==> src/rtl/ysyx_22040127_mul_pkg.sv <==
// Shared definitions for the multiplier issue/control stage: op encodings,
// FSM states, datapath widths, the product-cache key layout and a sign-extend helper.
package ysyx_22040127_mul_pkg;

  localparam int XLEN   = 64;
  localparam int PROD_W = 2 * XLEN;

  localparam logic [2:0] OP_MUL    = 3'd0;
  localparam logic [2:0] OP_MULH   = 3'd1;
  localparam logic [2:0] OP_MULHSU = 3'd2;
  localparam logic [2:0] OP_MULHU  = 3'd3;
  localparam logic [2:0] OP_MULW   = 3'd4;

  typedef enum logic [1:0] {
    IDLE  = 2'd0,
    WAIT  = 2'd1,
    RESP  = 2'd2,
    DRAIN = 2'd3
  } mul_state_e;

  typedef struct packed {
    logic [XLEN-1:0] x;
    logic [XLEN-1:0] y;
    logic            xs;
    logic            ys;
  } mul_key_t;

  function automatic logic [XLEN-1:0] sext32(input logic [31:0] v);
    return {{(XLEN - 32){v[31]}}, v};
  endfunction

endpackage

==> src/rtl/ysyx_22040127_mul_opprep.sv <==
// Combinational helpers: turns an RV64M op plus sources into multiplier operands
// and signedness, and picks the rd value out of a 128-bit product.
module ysyx_22040127_mul_opprep
  import ysyx_22040127_mul_pkg::*;
(
  input  logic [2:0]      op,
  input  logic [XLEN-1:0] src1,
  input  logic [XLEN-1:0] src2,
  output logic [XLEN-1:0] x,
  output logic [XLEN-1:0] y,
  output logic            xs,
  output logic            ys,
  input  logic [2:0]      sel_op,
  input  logic [XLEN-1:0] prod_hi,
  input  logic [XLEN-1:0] prod_lo,
  output logic [XLEN-1:0] result
);

  // Operand preparation; unknown op codes fall back to plain MUL handling
  always_comb begin
    x  = src1;
    y  = src2;
    xs = 1'b1;
    ys = 1'b1;
    case (op)
      OP_MULHSU: ys = 1'b0;
      OP_MULHU: begin
        xs = 1'b0;
        ys = 1'b0;
      end
      OP_MULW: begin
        x = sext32(src1[31:0]);
        y = sext32(src2[31:0]);
      end
      default: ;
    endcase
  end

  // Result selection: high half for the MULH family, sign-extended word for MULW
  always_comb begin
    result = prod_lo;
    case (sel_op)
      OP_MULH, OP_MULHSU, OP_MULHU: result = prod_hi;
      OP_MULW:                      result = sext32(prod_lo[31:0]);
      default: ;
    endcase
  end

endmodule

==> src/rtl/ysyx_22040127_mul_ctrl.sv <==
// Issue/control stage in front of the multi-cycle Booth multiplier. Accepts one
// multiply at a time, reuses the last product when operands repeat, starts the
// multiplier otherwise, and presents the selected rd value with its tag.
module ysyx_22040127_mul_ctrl
  import ysyx_22040127_mul_pkg::*;
#(
  parameter int BUSY_GUARD = 40,
  parameter int TAG_W      = 5
) (
  input  logic             clk,
  input  logic             rst,
  input  logic             flush,
  input  logic             in_valid,
  output logic             in_ready,
  input  logic [2:0]       in_op,
  input  logic [XLEN-1:0]  in_src1,
  input  logic [XLEN-1:0]  in_src2,
  input  logic [TAG_W-1:0] in_tag,
  output logic             out_valid,
  input  logic             out_ready,
  output logic [XLEN-1:0]  out_result,
  output logic [TAG_W-1:0] out_tag,
  output logic [XLEN-1:0]  mul_x,
  output logic [XLEN-1:0]  mul_y,
  output logic             mul_xs,
  output logic             mul_ys,
  output logic             mul_start,
  input  logic [XLEN-1:0]  mul_high,
  input  logic [XLEN-1:0]  mul_low,
  input  logic             mul_done
);

  localparam int GUARD_W = $clog2(BUSY_GUARD + 1);

  mul_state_e          state, state_next;
  logic [GUARD_W-1:0]  guard;
  logic [2:0]          op_q;
  logic                cache_valid;
  mul_key_t            cache_key;
  logic [PROD_W-1:0]   cache_prod;

  logic [XLEN-1:0]     prep_x, prep_y;
  logic                prep_xs, prep_ys;
  mul_key_t            prep_key;
  logic [2:0]          sel_op;
  logic [XLEN-1:0]     sel_hi, sel_lo, sel_result;
  logic                accept, hit;

  // In IDLE the select path serves a cache hit for the incoming op; otherwise it
  // serves the product coming back from the multiplier for the held op.
  assign sel_op = (state == IDLE) ? in_op : op_q;
  assign sel_hi = (state == IDLE) ? cache_prod[PROD_W-1:XLEN] : mul_high;
  assign sel_lo = (state == IDLE) ? cache_prod[XLEN-1:0]      : mul_low;

  ysyx_22040127_mul_opprep u_opprep (
    .op      (in_op),
    .src1    (in_src1),
    .src2    (in_src2),
    .x       (prep_x),
    .y       (prep_y),
    .xs      (prep_xs),
    .ys      (prep_ys),
    .sel_op  (sel_op),
    .prod_hi (sel_hi),
    .prod_lo (sel_lo),
    .result  (sel_result)
  );

  assign prep_key  = {prep_x, prep_y, prep_xs, prep_ys};
  assign in_ready  = (state == IDLE) && (guard == '0) && !flush;
  assign accept    = in_valid && in_ready;
  assign hit       = cache_valid && (prep_key == cache_key);
  assign out_valid = (state == RESP);

  // FSM state register
  always_ff @(posedge clk) begin
    if (!rst) state <= IDLE;
    else      state <= state_next;
  end

  // Next-state logic; a flush while waiting keeps us out of IDLE until the multiplier finishes
  always_comb begin
    state_next = state;
    case (state)
      IDLE:  if (accept) state_next = hit ? RESP : WAIT;
      WAIT: begin
        if (flush)         state_next = mul_done ? IDLE : DRAIN;
        else if (mul_done) state_next = RESP;
      end
      RESP:  if (flush || out_ready) state_next = IDLE;
      DRAIN: if (mul_done) state_next = IDLE;
      default: state_next = IDLE;
    endcase
  end

  // Datapath: guard countdown, operand/tag capture, start pulse, product cache and result
  always_ff @(posedge clk) begin
    if (!rst) begin
      guard       <= GUARD_W'(BUSY_GUARD);
      mul_start   <= 1'b0;
      mul_x       <= '0;
      mul_y       <= '0;
      mul_xs      <= 1'b0;
      mul_ys      <= 1'b0;
      op_q        <= OP_MUL;
      out_result  <= '0;
      out_tag     <= '0;
      cache_valid <= 1'b0;
      cache_key   <= '0;
      cache_prod  <= '0;
    end else begin
      if (guard != '0) guard <= guard - GUARD_W'(1);
      mul_start <= accept && !hit;
      if (accept) begin
        op_q    <= in_op;
        out_tag <= in_tag;
        if (hit) begin
          out_result <= sel_result;
        end else begin
          mul_x  <= prep_x;
          mul_y  <= prep_y;
          mul_xs <= prep_xs;
          mul_ys <= prep_ys;
        end
      end
      if (mul_done) begin
        if (state == WAIT && !flush) begin
          cache_valid <= 1'b1;
          cache_key   <= {mul_x, mul_y, mul_xs, mul_ys};
          cache_prod  <= {mul_high, mul_low};
          out_result  <= sel_result;
        end else if (state == WAIT || state == DRAIN) begin
          cache_valid <= 1'b0;
        end
      end
    end
  end

endmodule

==> config.mk <==
export PLATFORM = sky130hd
export DESIGN_NAME = ysyx_22040127_mul_ctrl
export DESIGN_NICKNAME = d
export VERILOG_FILES = /design/src/rtl/ysyx_22040127_mul_pkg.sv /design/src/rtl/ysyx_22040127_mul_opprep.sv /design/src/rtl/ysyx_22040127_mul_ctrl.sv
export SDC_FILE = /design/constraint.sdc
export NUM_CORES = 1
export LEC_CHECK = 0
export BUFFER_PORTS_ARGS = -buffer_cell sky130_fd_sc_hd__buf_2
export CORE_ASPECT_RATIO = 1.4
export CORE_UTILIZATION = 44
export CTS_BUF_LIST = sky130_fd_sc_hd__clkbuf_16
export DETAILED_ROUTE_END_ITERATION = 10
export GPL_TIMING_DRIVEN = 0
export HOLD_SLACK_MARGIN = 0.05
export PLACE_DENSITY = 0.67
export SLEW_MARGIN = 20
export SYNTH_ARGS = -nofsm -noshare
export SYNTH_HDL_FRONTEND = slang
export SYNTH_SLANG_ARGS = --single-unit
export TNS_END_PERCENT = 20
==> constraint.sdc <==
create_clock -name clk -period 8.34 [get_ports clk]
set_input_delay 0.834 -clock clk [delete_from_list [all_inputs] [get_ports clk]]
set_output_delay 0.834 -clock clk [all_outputs]
set_load 0.03 [all_outputs]
==> results of run 1 <==
cell usage after synthesis, drive strengths merged (3+ instances only):
master	n	area share
a2111oi	5	0.0020
a21boi	8	0.0040
a21o	3	0.0010
a21oi	463	0.11
a221oi	8	0.0038
a22o	3	0.0012
a22oi	4	0.0014
buf	68	0.018
clkbuf	162	0.028
dfxtp	470	0.44
inv	34	0.0059
mux2i	130	0.060
mux4	32	0.033
nand2	678	0.12
nand2b	20	0.0058
nand3	81	0.026
nand4	16	0.0049
nor2	16	0.0028
nor2b	18	0.0052
nor3	20	0.0046
nor3b	3	0.0010
nor4	17	0.0062
o2111ai	8	0.0035
o211ai	3	0.0010
o21a	10	0.0035
o21ai	132	0.031
o221ai	34	0.014
o22ai	5	0.0015
o2bb2ai	7	0.0028
o31ai	3	0.0010
or3	58	0.017
or4	3	0.0012
xnor2	40	0.016
xor2	37	0.015
worst max-delay path, stage by stage:
cell       delay, ps
buf_2            120
clkbuf_1         580
nand3_1          250
o21ai_0          370
nand3_1          150
a2111oi_0        930
nand4b_1         350
nor4_4           460
buf_2            460
clkbuf_1         470
or3_1            210
a21oi_1           70
final cells by class:
cell class              instances  area share
multi-input cells            1894       0.419
clock inverters                38      0.0151
diodes                          3    0.000285
flip-flops and latches        470       0.357
repair buffers                468      0.0891
inverters                      34     0.00485
well taps                     630      0.0300
clock buffers                  49      0.0466
plain buffers                 230      0.0380
cell families (layout without fill, tap and decap cells):
kind of cell | after synthesis | in the layout | synth area share
compound gates | 709 | 709 | 0.187
other cells | 0 | 3 | 0
xor+xnor | 77 | 77 | 0.0313
buf+inv | 264 | 819 | 0.0523
simple gates | 945 | 945 | 0.198
fa+ha+maj | 1 | 1 | 0.000581
mux | 162 | 162 | 0.0938
flops | 470 | 470 | 0.437
power by group:
part           switching, mW  internal, mW
Sequential           0.00700          2.25
Combinational          0.214         0.110
Clock                  0.964          1.32
metrics by stage:
step	setup WS, ps	instances	hold slack, ps
after floorplan	4800	2628	433
after global placement	2590	3725	439
after detailed placement	3020	3726	443
after CTS	3590	3813	452
after global routing	3480	3816	468
final	3510	3816	454
flip-flops by register name, indices dropped and copies added (netlist names):
register and flops:
cache_key 130, cache_prod 128, cache_valid 1, guard 6, mul_start 1, mul_x 64
mul_xs 1, mul_y 64, mul_ys 1, op_q 3, out_result 64, out_tag 5
state 2
worst max path at each step:
stage	start	to	slack [ps]	depth (start not counted)
2_1_floorplan	in_op[1]	mul_x[4]	4800	14
3_3_place_gp	in_op[2]	mul_x[34]	2590	11
3_5_place_dp	in_src1[31]	mul_x[34]	3020	12
4_1_cts	in_src1[31]	mul_x[34]	3590	12
5_1_grt	in_src1[31]	mul_x[34]	3480	12
6_report	in_src1[31]	mul_x[33]	3510	12
routing by layer:
| layer | part of all wire | track usage |
|---|---|---|
| met2 | 0.51 | 0.615 |
| met1 | 0.36 | 0.368 |
| met4 | 0.061 | 0.198 |
| met5 | 0.00040 | 0 |
| met3 | 0.076 | 0.0687 |
==> flow_metrics.env, run 1 <==
export IMPL_hold_depth=2
export IMPL_wirelength_um=87400
export IMPL_drv_slew=0
export IMPL_r2r_start="cache_key[68]"
export IMPL_status="completed"
export IMPL_max_cap_violations=0
export IMPL_skew_ps=25.4
export IMPL_detail_route_antenna_nets=0
export IMPL_synthCells=2628
export IMPL_fin_crit_ps=4830
export IMPL_ys_ff_latch=470
export IMPL_min_to="cache_prod[92]"
export IMPL_power_density_mw_per_mm2=185
export IMPL_mostFrequentLayoutCells="678 x nand2_1, 504 x buf_2, 470 x dfxtp_1"
export IMPL_design_core_area_mm2=0.0481
export IMPL_synthesis_nets=2899
export IMPL_worstRegToRegCells=10
export IMPL_synth_ff_type="dfxtp_1"
export IMPL_ys_warnings_count=0
export IMPL_antenna_found_initial=7
export IMPL_cts_sinks=470
export IMPL_die_area_mm2=0.0499
export IMPL_rows=95
export IMPL_path_class="input port to register"
export IMPL_hold_start="cache_prod[92]"
export IMPL_drc=0
export IMPL_grt_pass1_vias=21700
export IMPL_period_share=0.579
export IMPL_ctsResizeCount=0
export IMPL_grt_pass1_wl_um=130000
export IMPL_vias=21800
export IMPL_seqCellArea_mm2=0.00941
export IMPL_avgSynthCellArea_um2=8.20
export IMPL_r2r_end="mul_x[33]"
export IMPL_cp_arrival_ps=5260
export IMPL_final_common_cell="nand2_1"
export IMPL_firstDrtPassIters=6
export IMPL_dp_hpwl_um=68400
export IMPL_die_x_um=189
export IMPL_slew_headroom=0.285
export IMPL_wl_per_cell_um=22.9
export IMPL_hold_buffers=0
export IMPL_cts_tree="done"
export IMPL_synth_edf_count=0
export IMPL_ys_types=70
export IMPL_final_util=0.547
export IMPL_p_leak_nw=9.97
export IMPL_drtIter0Drc=1446
export IMPL_place_congestion=1.01
export IMPL_fillers=4645
export IMPL_finalHoldViolations=0
export IMPL_ff2ff_setup_slack_ps=3930
export IMPL_ir_worst_vdd_mv=0.180
export IMPL_setup_viol=0
export IMPL_async_flop_share=0
export IMPL_cp_start_kind="input port"
export IMPL_tns_ps=0
export IMPL_start_util=0.448
export IMPL_drive_gt1_frac=0.215
export IMPL_grt_overflow=0
export IMPL_final_nets=3416
export IMPL_cts_max_path_buffers=3
export IMPL_synth_area_mm2=0.0215
export IMPL_total_power_mw=4.86
export IMPL_via_per_inst=5.71
export IMPL_grt_total_usage=0.342
export IMPL_ctsRootBufferMaster="clkbuf_16"
export IMPL_multi_input_area_mm2=0.0110
export IMPL_hp_class="register to register"
export IMPL_cts_made_buffers=47
export IMPL_layout_area_overhead_vs_synth_pct=22.2
export IMPL_ys_seq_area_frac=0.437
export IMPL_max_slew_worst_pin_slew_ps=1050
export IMPL_timing_fmax_mhz=207
export IMPL_io_pins=472
export IMPL_rsz0062_at_grt="no"
export IMPL_path_clk_slew_ps=60
export IMPL_fp_dieH_um=264
export IMPL_end_kind="register"
export IMPL_required_ps=8770
export IMPL_postLayoutCellArea_mm2=0.0263
export IMPL_clk_latency_ps=590
export IMPL_grt_max_degree=16
export IMPL_cts_htree_levels=2
export IMPL_place_area_mm2=0.0247
export IMPL_post_cts_buffers=0
export IMPL_crit_fanout=10
export IMPL_portBuffers=467
(Power assumes the default switching activity.)
==> run 2, diff against run 1 <==
==> constraint.sdc (replaced) <==
create_clock -name clk -period 4.6 [get_ports clk]
set_input_delay 0.46 -clock clk [delete_from_list [all_inputs] [get_ports clk]]
set_output_delay 0.46 -clock clk [all_outputs]
set_load 0.03 [all_outputs]
==> run 2 against run 1 <==
Compared with the run above: critical path depth unchanged; global-route usage about the same; clock power increased by 82%; sequential power increased by 81%; first-iteration DRC count about the same; die area unchanged; non-clock buffer count unchanged; critical path type unchanged; critical endpoint is now mul_x[34]; largest cell class unchanged.
==> flow_metrics.env, run 2 (synthesized netlist as in run 1, its figures left out) <==
export IMPL_grt_total_usage=0.342
export IMPL_post_cts_buffers=0
export IMPL_path_class="input port to register"
export IMPL_clk_latency_ps=590
export IMPL_place_area_mm2=0.0247
export IMPL_max_cap_violations=0
export IMPL_cp_arrival_ps=4920
export IMPL_final_nets=3416
export IMPL_wl_per_cell_um=22.9
export IMPL_detail_route_antenna_nets=0
export IMPL_timing_fmax_mhz=223
export IMPL_p_leak_nw=9.97
export IMPL_cts_tree="done"
export IMPL_hp_class="input port to register"
export IMPL_p_sw_mw=2.15
export IMPL_cts_htree_levels=2
export IMPL_design_core_area_mm2=0.0481
export IMPL_vias=21900
export IMPL_fin_crit_ps=4490
export IMPL_slew_headroom=0.294
export IMPL_grt_pass1_wl_um=130000
export IMPL_hold_buffers=0
export IMPL_place_congestion=1.01
export IMPL_ir_worst_vdd_mv=0.326
export IMPL_end_kind="register"
export IMPL_crit_family="buffers and inverters"
export IMPL_antenna_found_initial=7
export IMPL_start_util=0.448
export IMPL_drv_slew=0
export IMPL_drc=0
export IMPL_crit_fanout=10
export IMPL_dp_hpwl_um=68400
export IMPL_firstDrtPassIters=6
export IMPL_ctsResizeCount=0
export IMPL_largest_reg_flops=130
export IMPL_finalHoldViolations=0
export IMPL_portBuffers=467
export IMPL_mostFrequentLayoutCells="678 x nand2_1, 504 x buf_2, 470 x dfxtp_1"
export IMPL_grt_pass1_vias=21700
export IMPL_grt_overflow=0
export IMPL_postLayoutCellArea_mm2=0.0263
export IMPL_max_stage_delay_ps=950
export IMPL_final_common_cell="nand2_1"
export IMPL_drtIter0Drc=1445
export IMPL_seqPwrFrac=0.464
export IMPL_cp_start_kind="input port"
export IMPL_io_pins=472
export IMPL_met2_length_um=44000
export IMPL_die_x_um=189
export IMPL_period_share=0.976
export IMPL_layout_area_overhead_vs_synth_pct=22.2
export IMPL_via_per_inst=5.73
export IMPL_cts_made_buffers=47
export IMPL_tns_ps=0
export IMPL_wl_met3_um=6850
export IMPL_fillers=4644
export IMPL_cts_max_path_buffers=3
export IMPL_power_density_mw_per_mm2=335
export IMPL_cts_sinks=470
export IMPL_required_ps=5030
export IMPL_regMostFlops="cache_key"
export IMPL_max_slew_worst_pin_slew_ps=1030
export IMPL_top_layer_used="met5"
export IMPL_met1_length_um=31100
export IMPL_die_area_mm2=0.0499
export IMPL_switching_share=0.244
export IMPL_status="completed"
export IMPL_grt_max_degree=16
export IMPL_path_clk_slew_ps=70
export IMPL_setup_viol=0
export IMPL_cp_cell_sequence="buf_2 -> clkbuf_1 -> nand3_1 -> o21ai_0 -> nand3_1 -> a2111oi_0 -> nand4b_1 -> nor4_4 -> buf_2 -> clkbuf_1 -> or3_1 -> a21oi_1"
export IMPL_final_util=0.547
export IMPL_wirelength_um=87400
export IMPL_p_int_mw=6.67
export IMPL_ctsRootBufferMaster="clkbuf_16"
export IMPL_reg_largest_list="cache_key x130, cache_prod x128"
export IMPL_skew_ps=25.8
export IMPL_drive_gt1_frac=0.215
export IMPL_cp_slowest_cell="a2111oi_0"
export IMPL_rows=95
export IMPL_fp_dieH_um=264
export IMPL_p_comb_frac=0.067
export IMPL_critPathBufInv=4
export IMPL_rsz0062_at_grt="no"
export IMPL_clkPwrFrac=0.469
==> run 2: cell types whose count changed in the layout (fill, tap and decap cells not counted), sizes merged <==
cell,before,now
diode,3,5
==> run 2: area by class of cell <==
| type | count | area, um^2 | share of cell area |
|---|---|---|---|
| Multi-Input combinational cell | 1894 | 11000 | 0.419 |
| Tap cell | 630 | 788 | 0.0299 |
| Clock inverter | 38 | 398 | 0.0151 |
| Buffer | 230 | 1000 | 0.0380 |
| Inverter | 34 | 128 | 0.00485 |
| Clock buffer | 49 | 1230 | 0.0466 |
| Sequential cell | 470 | 9410 | 0.357 |
| Antenna cell | 5 | 12.5 | 0.000475 |
| Timing Repair Buffer | 468 | 2340 | 0.0891 |
==> run 2: final timing paths <==
kind	start	to	slack [ps]	cells past startpoint
setup reg to reg	cache_key[68]	mul_x[34]	160	10
hold reg to reg	cache_prod[92]	cache_prod[92]	450	2
setup / recovery	in_src1[31]	mul_x[34]	110	12
hold / removal	in_tag[4]	out_tag[4]	110	3
==> run 2: power by group through the flow <==
stage,combinational [mW],sequential (mW),clock [mW]
5_1_grt,0.618,4.09,4.33
3_3_place_gp,0.569,4.18,0
4_1_cts,0.577,4.09,4.17
6_report,0.588,4.09,4.14
2_1_floorplan,0.253,4.19,0
3_5_place_dp,0.574,4.19,0
==> run 2: worst reg2reg max path, stage by stage, from the launching register on <==
cell	delay [ps]
dfxtp_1	320
xor2_1	190
a2111oi_0	890
nand4_1	430
nor4_1	470
nand4b_1	280
nor4_4	470
buf_2	460
clkbuf_1	480
or3_1	210
a21oi_1	80
==> run 2: stage by stage <==
stage | instances | hold WS [ps] | setup slack, ps | power (mW)
6_report | 3818 | 105 | 108 | 8.82
5_1_grt | 3816 | 115 | 32.5 | 9.04
4_1_cts | 3813 | 85.1 | 229 | 8.85
3_5_place_dp | 3726 | 443 | -351 | 4.76
3_3_place_gp | 3725 | 439 | -778 | 4.75
2_1_floorplan | 2628 | 433 | 1130 | 4.44
==> run 2: metal layers <==
metal / track usage / vias to the layer above
met5: 0 / -
met4: 0.198 / 6
met3: 0.0687 / 257
met2: 0.615 / 1024
met1: 0.368 / 10400
li1: - / 10100
